[src/rtl/tt_sweep_pkg.sv]
// Shared constants for the truth-table sweeper: state encoding, table depth helper, settle default.
package tt_sweep_pkg;

   typedef logic [1:0] sweepState_t;

   localparam sweepState_t StIdle   = 2'd0;
   localparam sweepState_t StDrive  = 2'd1;
   localparam sweepState_t StSample = 2'd2;
   localparam sweepState_t StFinish = 2'd3;

   localparam int unsigned DefaultSettle = 1;
   localparam int unsigned SettleWidth   = 4;

   function automatic int unsigned ttDepth(input int unsigned nInputs);
      return 2 ** nInputs;
   endfunction

endpackage

[src/rtl/tt_settle_timer.sv]
// Loadable down-counter; expired is high while the count sits at zero.
module tt_settle_timer
   import tt_sweep_pkg::*;
(
   input  logic                   clk,
   input  logic                   rst_n,
   input  logic                   load,
   input  logic [SettleWidth-1:0] loadValue,
   input  logic                   dec,
   output logic                   expired
);

   logic [SettleWidth-1:0] countQ;

   always_ff @(posedge clk or negedge rst_n) begin
      if (!rst_n) begin
         countQ <= '0;
      end else if (load) begin
         countQ <= loadValue;
      end else if (dec && !expired) begin
         countQ <= countQ - 1'b1;
      end
   end

   assign expired = (countQ == '0);

endmodule

[src/rtl/truth_table_sweeper.sv]
// Walks every input vector, samples s_in after a settle time and builds the truth table.
// Optional golden-table compare enabled by defining TT_SWEEP_CHECK_EN.
module truth_table_sweeper
   import tt_sweep_pkg::*;
#(
   parameter int unsigned N_INPUTS      = 4,
   parameter int unsigned SETTLE_CYCLES = DefaultSettle
) (
   input  logic                            clk,
   input  logic                            rst_n,
   input  logic                            start,
   output logic [N_INPUTS-1:0]             vec_out,
   input  logic                            s_in,
   output logic                            busy,
   output logic                            done,
   output logic [ttDepth(N_INPUTS)-1:0]    table_out,
   output logic [N_INPUTS:0]               ones_count
`ifdef TT_SWEEP_CHECK_EN
   ,
   input  logic [ttDepth(N_INPUTS)-1:0]    expected,
   output logic                            mismatch,
   output logic [N_INPUTS-1:0]             first_bad
`endif
);

   localparam int unsigned Depth = ttDepth(N_INPUTS);
   localparam logic [N_INPUTS-1:0] LastVec = N_INPUTS'(Depth - 1);

   sweepState_t stateQ, stateD;
   logic [N_INPUTS-1:0] vecQ, vecD;
   logic busyQ, busyD, doneQ, doneD;
   logic [Depth-1:0] tableQ, tableD;
   logic [N_INPUTS:0] onesQ, onesD;
   logic timerLoad, timerExpired;

`ifdef TT_SWEEP_CHECK_EN
   logic mismatchQ, mismatchD;
   logic [N_INPUTS-1:0] firstBadQ, firstBadD;
`endif

   // Loaded with SETTLE_CYCLES-1 so DRIVE lasts exactly SETTLE_CYCLES cycles.
   tt_settle_timer uTimer (
      .clk       (clk),
      .rst_n     (rst_n),
      .load      (timerLoad),
      .loadValue (SettleWidth'(SETTLE_CYCLES - 1)),
      .dec       (stateQ == StDrive),
      .expired   (timerExpired)
   );

   always_comb begin
      stateD    = stateQ;
      vecD      = vecQ;
      busyD     = busyQ;
      doneD     = 1'b0;
      tableD    = tableQ;
      onesD     = onesQ;
      timerLoad = 1'b0;
`ifdef TT_SWEEP_CHECK_EN
      mismatchD = mismatchQ;
      firstBadD = firstBadQ;
`endif
      unique case (stateQ)
         StIdle: begin
            if (start) begin
               stateD    = StDrive;
               vecD      = '0;
               busyD     = 1'b1;
               tableD    = '0;
               onesD     = '0;
               timerLoad = 1'b1;
`ifdef TT_SWEEP_CHECK_EN
               mismatchD = 1'b0;
               firstBadD = '0;
`endif
            end
         end
         StDrive: begin
            if (timerExpired) stateD = StSample;
         end
         StSample: begin
            tableD[vecQ] = s_in;
            onesD        = onesQ + (N_INPUTS + 1)'(s_in);
`ifdef TT_SWEEP_CHECK_EN
            if (s_in != expected[vecQ]) begin
               mismatchD = 1'b1;
               if (!mismatchQ) firstBadD = vecQ;
            end
`endif
            // Terminal compare keeps vec_out from wrapping past the last vector.
            if (vecQ == LastVec) begin
               stateD = StFinish;
               busyD  = 1'b0;
               doneD  = 1'b1;
            end else begin
               stateD    = StDrive;
               vecD      = vecQ + 1'b1;
               timerLoad = 1'b1;
            end
         end
         StFinish: begin
            stateD = StIdle;
         end
         default: begin
            stateD = StIdle;
         end
      endcase
   end

   always_ff @(posedge clk or negedge rst_n) begin
      if (!rst_n) begin
         stateQ <= StIdle;
         vecQ   <= '0;
         busyQ  <= 1'b0;
         doneQ  <= 1'b0;
         tableQ <= '0;
         onesQ  <= '0;
      end else begin
         stateQ <= stateD;
         vecQ   <= vecD;
         busyQ  <= busyD;
         doneQ  <= doneD;
         tableQ <= tableD;
         onesQ  <= onesD;
      end
   end

`ifdef TT_SWEEP_CHECK_EN
   always_ff @(posedge clk or negedge rst_n) begin
      if (!rst_n) begin
         mismatchQ <= 1'b0;
         firstBadQ <= '0;
      end else begin
         mismatchQ <= mismatchD;
         firstBadQ <= firstBadD;
      end
   end

   assign mismatch  = mismatchQ;
   assign first_bad = firstBadQ;
`endif

   assign vec_out    = vecQ;
   assign busy       = busyQ;
   assign done       = doneQ;
   assign table_out  = tableQ;
   assign ones_count = onesQ;

endmodule

[config.mk]
export PLATFORM = sky130hd
export DESIGN_NAME = truth_table_sweeper
export DESIGN_NICKNAME = d
export VERILOG_FILES = /design/src/rtl/tt_sweep_pkg.sv /design/src/rtl/tt_settle_timer.sv /design/src/rtl/truth_table_sweeper.sv
export SDC_FILE = /design/constraint.sdc
export NUM_CORES = 1
export LEC_CHECK = 0
export BUFFER_PORTS_ARGS = -buffer_cell sky130_fd_sc_hd__buf_4
export CAP_MARGIN = 10
export CORE_MARGIN = 1
export CORE_UTILIZATION = 40
export CTS_CLUSTER_SIZE = 40
export DETAILED_ROUTE_END_ITERATION = 12
export PLACE_DENSITY = 0.6
export RECOVER_POWER = 25
export SLEW_MARGIN = 20
export SYNTH_ARGS = -nofsm -noshare
export SYNTH_HDL_FRONTEND = slang
export SYNTH_SLANG_ARGS = --single-unit
[constraint.sdc]
create_clock -name clk -period 2.88 [get_ports clk]
set_input_delay 0.576 -clock clk [delete_from_list [all_inputs] [get_ports clk]]
set_output_delay 0.576 -clock clk [all_outputs]
set_load 0.01 [all_outputs]
# After elaboration in Yosys (flattened, before gate mapping)
# Cells that the tools add are included.
[classes] n_reduce_logical=11 n_div=0 eq_ne=8 order_cmp=2 mul=0 n_addsub=3 bitwise=0 mux=24 shift=0
[op_table] cell="$pmux 16 s2" count=1
[op_table] cell="$bwmux 16" count=1
[op_table] cell="$mux 16" count=1
[op_table] cell="$mux 4" count=4
[op_table] cell="$pmux 5 s2" count=1
[op_table] cell="$ne 2x2->1 const B" count=4
[op_table] cell="$pmux 2 s4" count=1
[op_table] cell="$pmux 4 s2" count=1
[op_table] cell="$mux 1" count=7
[op_table] cell="$mux 2" count=3
[op_table] cell="$reduce_and 3->1" count=2
[op_table] cell="$add 5x1->5" count=1
[op_table] cell="$lt 4x5->1 const B" count=1
[op_table] cell="$mux 5" count=1
[op_table] cell="$add 4x1->4 const B" count=1
[op_table] cell="$demux 1 s4" count=1
[op_table] cell="$eq 2x2->1 const B" count=2
[op_table] cell="$eq 4x4->1 const B" count=1
[op_table] cell="$ge 4x1->1 const B" count=1
[op_table] cell="$logic_not 4->1" count=1
[op_table] cell="$pmux 1 s2" count=2
[op_table] cell="$reduce_and 2->1" count=2
[op_table] cell="$reduce_bool 2->1" count=2
[op_table] cell="$sub 4x1->4 const B" count=1
[op_table] cell="other kinds (4)" count=5
[word_totals] in_bits=4 romBits=0 out_inout_bits=27 memories=0 latch_bits=0 wordCells=55 reg_bits=33 ramBits=0

# Longest topological paths before layout
# Gate-level depths: netlist (run 1).
[logic_depth] word_depth=6 mapped_depth=5 depth_no_buf=5

# By module
# A second synthesis (run 1) with hierarchy kept.
[hier_totals] hier_cells=149 hier_area_um2=1676.6
[modules_own_cells] module="truth_table_sweeper" area_per_inst_um2=1406.3 seq_area_each_um2=725.7 cells_each=122 instances=1
[modules_own_cells] module="tt_settle_timer" area_per_inst_um2=270.3 seq_area_each_um2=100.1 cells_each=27 instances=1

# Least setup slack after synthesis (run 1)
# No wires, ideal clock.
[synth_path] path_type="input to register" from="input port start" to="register tableQ[0], in the netlist table_out[0]" required_time_ps=2740 slack_ps=1363 arrival_time_ps=1378 path_buffers=1 cell_stages=4 cell_sequence="or3b_2 buf_2 o311ai_0 o41ai_1"
[synth_between] elab_chain_cells=2
[synth_lines] item="start, declared" line_no="truth_table_sweeper.sv:11" rtl="input logic start,"
[synth_lines] item="$ne 2x2->1 (no source line)"
[synth_lines] item="$reduce_and 2->1 (no source line)"
[synth_lines] item="end signal, assigned" line_no="truth_table_sweeper.sv:123" rtl="tableQ <= tableD;"
[synth_lines] item="end, declared" line_no="truth_table_sweeper.sv:32" rtl="logic [Depth-1:0] tableQ, tableD;"
# No other way between the ends.
# A chain may end at the register's enable or synchronous reset.

==> out/results.tsv, run 1 <==
metric	value	unit
VDD IR max	0.3224	mV
fraction of registers with async set or reset after synthesis	100.0	%
GPL Wtd Cong	0.8331	
Die ar.	4416	µm²
critical path, cell by cell	clkbuf_1	
Worst EP arrival	1.83	ns
die extent in x	66.45	µm
Post-Place Setup Slack	1.076	ns
CP Capture Type	async pin	
layout cells sized above 1	21.08	%
CP required	2.94	ns
Iteration-0 DRC Markers	53	
Setup WS post-layout	1.112	ns
number of diodes	0	
CP delay by family, top	buffers and inverters	
main combinational cell family by area after synthesis	compound AO/OA/AOI/OAI gates	
Setup CP Type	input port to async pin	
total wire length	3.507	mm
Pwr Total	1485	µW
Most used DFF post-synth	dfrtp_1	
CTS clk-pin slew, worst paths	0.06	ns
Critical Path Fanout Max	33	
Initial Util	41.54	%
RSZ-0062 raised after global routing	no	
most common cell in the synthesized netlist	dfrtp_1	
sequential share of the synthesized area	49.70	%
Final nets	196	
Slew @ Worst Pin	1.752	ns
Synth Area in XOR/XNOR	1.054	%
post-DP HPWL	2.519	mm
top cell type's share of synthesized area	49.70	%
Synth cell types	38	
mapped cell area	1662	µm²
Root Buffer Master	clkbuf_8	
Total GRT Usage	18.93	%
port buffer count	30	
Gates resized, CTS repair	0	
Avg Inst Size Synth	10.58	µm²
fill cell count	383	
Slew headroom	-16.82	%
Syn-to-layout area delta	18.45	%
vias in the first global route	1278	
drc violations	0	
clk_skew	0.004343	ns
R2R setup slack	1.17	ns
Clock Tree Buf Depth	2	
top cells by count, synth	dfrtp_1, o211ai_1, o31ai_1	
synth top area cells	dfrtp_1, ha_1, o211ai_1	
startpoint types	input port	
worst stage delay on the critical path	1.24	ns
post-layout util	49.20	%
post-synthesis adder-cell area fraction	6.024	%
failing checks	max-capacitance violations, max-slew violations	
post-synthesis register bit count	33	
post-synthesis compound-gate area fraction	22.74	%
num rows	23	
Mapped Cells	157	
Final Hold Viols	0	
post-synthesis mux area share	1.280	%
post-cts hold buffer count	0	
pwr/cell area	754.4	nW/µm²
initial antenna violation count	0	
CP max-delay cell	clkbuf_1	
Final ANT Viol Nets	0	
DR pass1 iterations	4	
I/O pins	31	
via count	1330	
period utilization	61.40	%
cell taking the most area after synthesis	dfrtp_1	
H-tree depth	2	
HP Class	flip-flop to flip-flop	
wire per inst	14.92	µm
Leak	0.0009118	µW
vias per cell	5.660	
Synth Area in Simple Gates	13.55	%
Setup Fix Bufs, Post-CTS	0	
total clock sinks	33	
pin count of the biggest net entering global routing	34	
setup TNS	0	ns
number of synthesized flops with an enable pin	0	
clk_lat worst skew	0.28	ns
Die Height	66.45	µm
Bufs and invs on worst path	1	
CTS buffer count	5	
Final setup violation count	0	
final max-slew violation count	34	
f_max	0.5655	GHz
total overflow reported by the global router	0	
Syn Nets	169	
run status	finished with violations	
Yosys Warn Count	0	
Tmin final	1.768	ns
core footprint	4000	µm²
first-pass GRT wire length	6.078	mm
CTS tree	done	
number of violations of the max-capacitance limit	1	
## stage by stage
step / instance area (µm²) / instances / hold slack, ns
floorplan: 1662 / 157 / 0.2804
CTS: 1972 / 235 / 0.2390
finish: 1968 / 235 / 0.4863
detailed placement: 1889 / 227 / 0.4722
global route: 1968 / 235 / 0.5155
global placement: 1889 / 227 / 0.4657
## metal layers
metal / track usage [%] / share of wire [%] / vias to the layer above
met5: 0 / 0 / -
met4: 7.447 / 1.4 / 0
met3: 5.651 / 5.1 / 5
met2: 30.23 / 47 / 40
met1: 23.89 / 47 / 642
li1: - / - / 643
## flip-flops by register name, summed over array words and instances (netlist names)
name	count
busy	1
done	1
ones_count	5
stateQ	2
table_out	16
uTimer.countQ	4
vec_out	4
## cells in the final DEF, fill, tap and decap left out, types with 3 or more instances in the layout
cell	n
o31ai_1	11
nor2b_1	3
o211ai_1	12
dfrtp_1	33
inv_1	9
o41ai_1	4
nand3b_1	5
buf_4	29
clkbuf_8	5
nand3_1	7
o311ai_0	4
o21ai_0	7
ha_1	8
nand2b_1	4
nor2_1	3
a21oi_1	8
nand2_1	7
## where the power goes
part	switching, µW	total [µW]	internal (µW)	leakage [µW]
logic	285	499	215	0.000421
registers	114	656	542	0.000446
clock network	162	329	167	0.0000450
## kinds of logic (layout without fill, tap and decap cells)
| group | Yosys count | after routing |
|---|---|---|
| adder cells (fa/ha/maj) | 8 | 8 |
| flip-flops | 33 | 33 |
| XOR/XNOR | 2 | 2 |
| multiplexers | 2 | 2 |
| AO/OA/AOI/OAI | 54 | 54 |
| buffers and inverters | 19 | 47 |
| AND/OR/NAND/NOR | 39 | 39 |
## worst paths after layout
| check | startpoint | cells past startpoint | to |
|---|---|---|---|
| max | rst_n | 1 | ones_count[3]$_DFFE_PN0P_ |
| min in group asynchronous | rst_n | 1 | table_out[9]$_DFFE_PN0P_ |
| max reg2reg | stateQ[1]$_DFFE_PN0P_ | 3 | busy$_DFFE_PN0P_ |
| min | busy$_DFFE_PN0P_ | 1 | busy$_DFFE_PN0P_ |
| min reg2reg | busy$_DFFE_PN0P_ | 1 | busy$_DFFE_PN0P_ |
| max in group clk | stateQ[1]$_DFFE_PN0P_ | 3 | busy$_DFFE_PN0P_ |
## final cells by class
type / instances / area (µm²) / area share, %
clock buffers: 6 / 72.57 / 3.687
flip-flops and latches: 33 / 825.8 / 41.96
inverters: 9 / 33.78 / 1.716
clock inverters: 2 / 10.01 / 0.5086
multi-input cells: 105 / 742.0 / 37.70
repair buffers: 30 / 221.5 / 11.25
well taps: 50 / 62.56 / 3.179
Power figures use the tool's default switching activity.
==> inputs of run 2 (changes only) <==
- clock period: 2.88 -> 1.75 ns (I/O delays scaled with it)
==> out/results.tsv, run 2 (same netlist as run 1, synthesis figures left out) <==
metric	value	unit	change
vias in the first global route	1227		-4.0%
Initial Util	41.54	%	unchanged
vias per cell	5.510		-2.6%
Tmin final	1.591	ns	
Sw Share	36.35	%	-1.4 points
initial antenna violation count	0		unchanged
run status	finished, final reports clean		
Gates resized, CTS repair	0		unchanged
HP Class	input port to async pin		
DR pass1 iterations	4		unchanged
Syn-to-layout area delta	24.17	%	
clock share of power	24.2	%	+2.0 points
clk_skew	0.003530	ns	-0.0008132 ns
switching power	957.6	µW	+71%
Iteration-0 DRC Markers	79		+49%
Die ar.	4416	µm²	unchanged
Leak	0.0009742	µW	+6.8%
CP required	1.90	ns	-1.04 ns
most common cell after layout, fill and taps aside	buf_4		
CP Capture Type	flip-flop		
GPL Wtd Cong	0.8995		+8.0%
clk_lat worst skew	0.28	ns	about the same
total wire length	3.635	mm	+3.6%
total clock sinks	33		unchanged
Worst EP arrival	1.74	ns	-0.09 ns
Final Hold Viols	0		unchanged
Int Pwr	1677	µW	+81%
Final setup violation count	0		unchanged
port buffer count	30		unchanged
sequential share of power	38.8	%	-5.4 points
Root Buffer Master	clkbuf_8		
Pwr Total	2634	µW	+77%
RSZ-0062 raised after global routing	no		
Die Height	66.45	µm	unchanged
Setup CP Type	flip-flop to flip-flop		
Final ANT Viol Nets	0		unchanged
startpoint types	flip-flop		
CTS tree	done		
Slew @ Worst Pin	0.8356	ns	-0.9167 ns
Clock Tree Buf Depth	2		unchanged
H-tree depth	2		unchanged
max FFs per register	16		unchanged
f_max	0.6285	GHz	
total overflow reported by the global router	0		unchanged
number of violations of the max-capacitance limit	0		-1
core footprint	4000	µm²	unchanged
wire per inst	14.84	µm	-0.58%
Final nets	206		+5.1%
Finished Layout Cells	245		+4.3%
Critical Path Fanout Max	8		-76%
layout cells sized above 1	26.15	%	+5.1 points
pwr/cell area	1277	nW/µm²	+69%
hold slack	0.1566	ns	-0.3296 ns
via count	1350		+1.5%
Slew headroom	44.29	%	+61 points
CTS clk-pin slew, worst paths	0.07	ns	about the same
setup TNS	0	ns	unchanged
commonest non-fill, non-tap cells in the layout	buf_4, dfrtp_1, o211ai_1		
Total GRT Usage	18.76	%	-0.16 points
period utilization	90.92	%	
I/O pins	31		unchanged
post-DP HPWL	2.545	mm	+1.0%
CTS buffer count	5		unchanged
# placed instances	237		+4.4%
number of diodes	0		unchanged
post-cts hold buffer count	0		unchanged
num rows	23		unchanged
Setup Fix Bufs, Post-CTS	0		unchanged
die extent in x	66.45	µm	unchanged
first-pass GRT wire length	6.113	mm	+0.58%
VDD IR max	0.7751	mV	+140%
pin count of the biggest net entering global routing	34		unchanged
drc violations	0		unchanged
final max-slew violation count	0		-100%
Combinational Power Share	37.0	%	+3.4 points
[run 2: changes by cell type in the layout (fill, tap and decap cells not counted)]
cell | before | now
buf_4 | 29 | 39
clkbuf_1 | 2 | 0
clkbuf_2 | 0 | 1
clkbuf_8 | 5 | 7
clkinv_2 | 2 | 1
[run 2: power groups by stage]
stage	Sequential [µW]	Combinational, µW	Clock (µW)
floorplan	1040	624	0
global placement	1030	944	0
detailed placement	1030	972	0
CTS	1020	977	646
global route	1040	1100	685
finish	1020	974	637
[run 2: layout make-up]
class | count | area, µm²
clock buffer | 7 | 96.34
inverter | 9 | 33.78
timing repair buffer | 40 | 297.8
sequential | 33 | 825.8
tap | 50 | 62.56
fill | 377 | 1937
multi-input combinational | 105 | 742.0
clock inverter | 1 | 5.005
[run 2: per-stage QoR]
stage / worst slack [ns] / utilization (%) / area, µm²
after floorplan: 0.2609 / - / 1662
after global placement: 0.2260 / 49.11 / 1964
after detailed placement: 0.1592 / 49.11 / 1964
after CTS: 0.1470 / 51.64 / 2066
after global routing: 0.02087 / 51.58 / 2063
final: 0.1589 / 51.58 / 2063
[run 2: metal layers]
layer | up-vias | GRT usage [%] | share of wire [%]
li1 | 666 | - | -
met1 | 643 | 26.47 | 51
met2 | 36 | 27.55 | 43
met3 | 5 | 4.110 | 4.0
met4 | 0 | 7.979 | 1.2
met5 | - | 0 | 0
[run 2: path summary, 6_finish.rpt]
check                      cells after the start              startpoint                        to  slack (ns)
setup / recovery                               5  vec_out[0]$_DFFE_PN0P_  table_out[0]$_DFFE_PN0P_        0.16
setup reg to reg                               5  vec_out[0]$_DFFE_PN0P_  table_out[0]$_DFFE_PN0P_        0.16
min in group clk                               3                   start     stateQ[0]$_DFFE_PN0P_        0.36
hold reg to reg                                1        busy$_DFFE_PN0P_          busy$_DFFE_PN0P_        0.48
hold / removal                                 1                   rst_n  table_out[5]$_DFFE_PN0P_        0.16
max in group asynchronous                      1                   rst_n    vec_out[3]$_DFFE_PN0P_        1.07
[run 2: worst max-delay path: stages (launching register included)]
cell      delay (ns)
dfrtp_1         0.46
inv_1           0.13
ha_1            0.15
nand3b_1        0.24
o311ai_0        0.36
o41ai_1         0.12
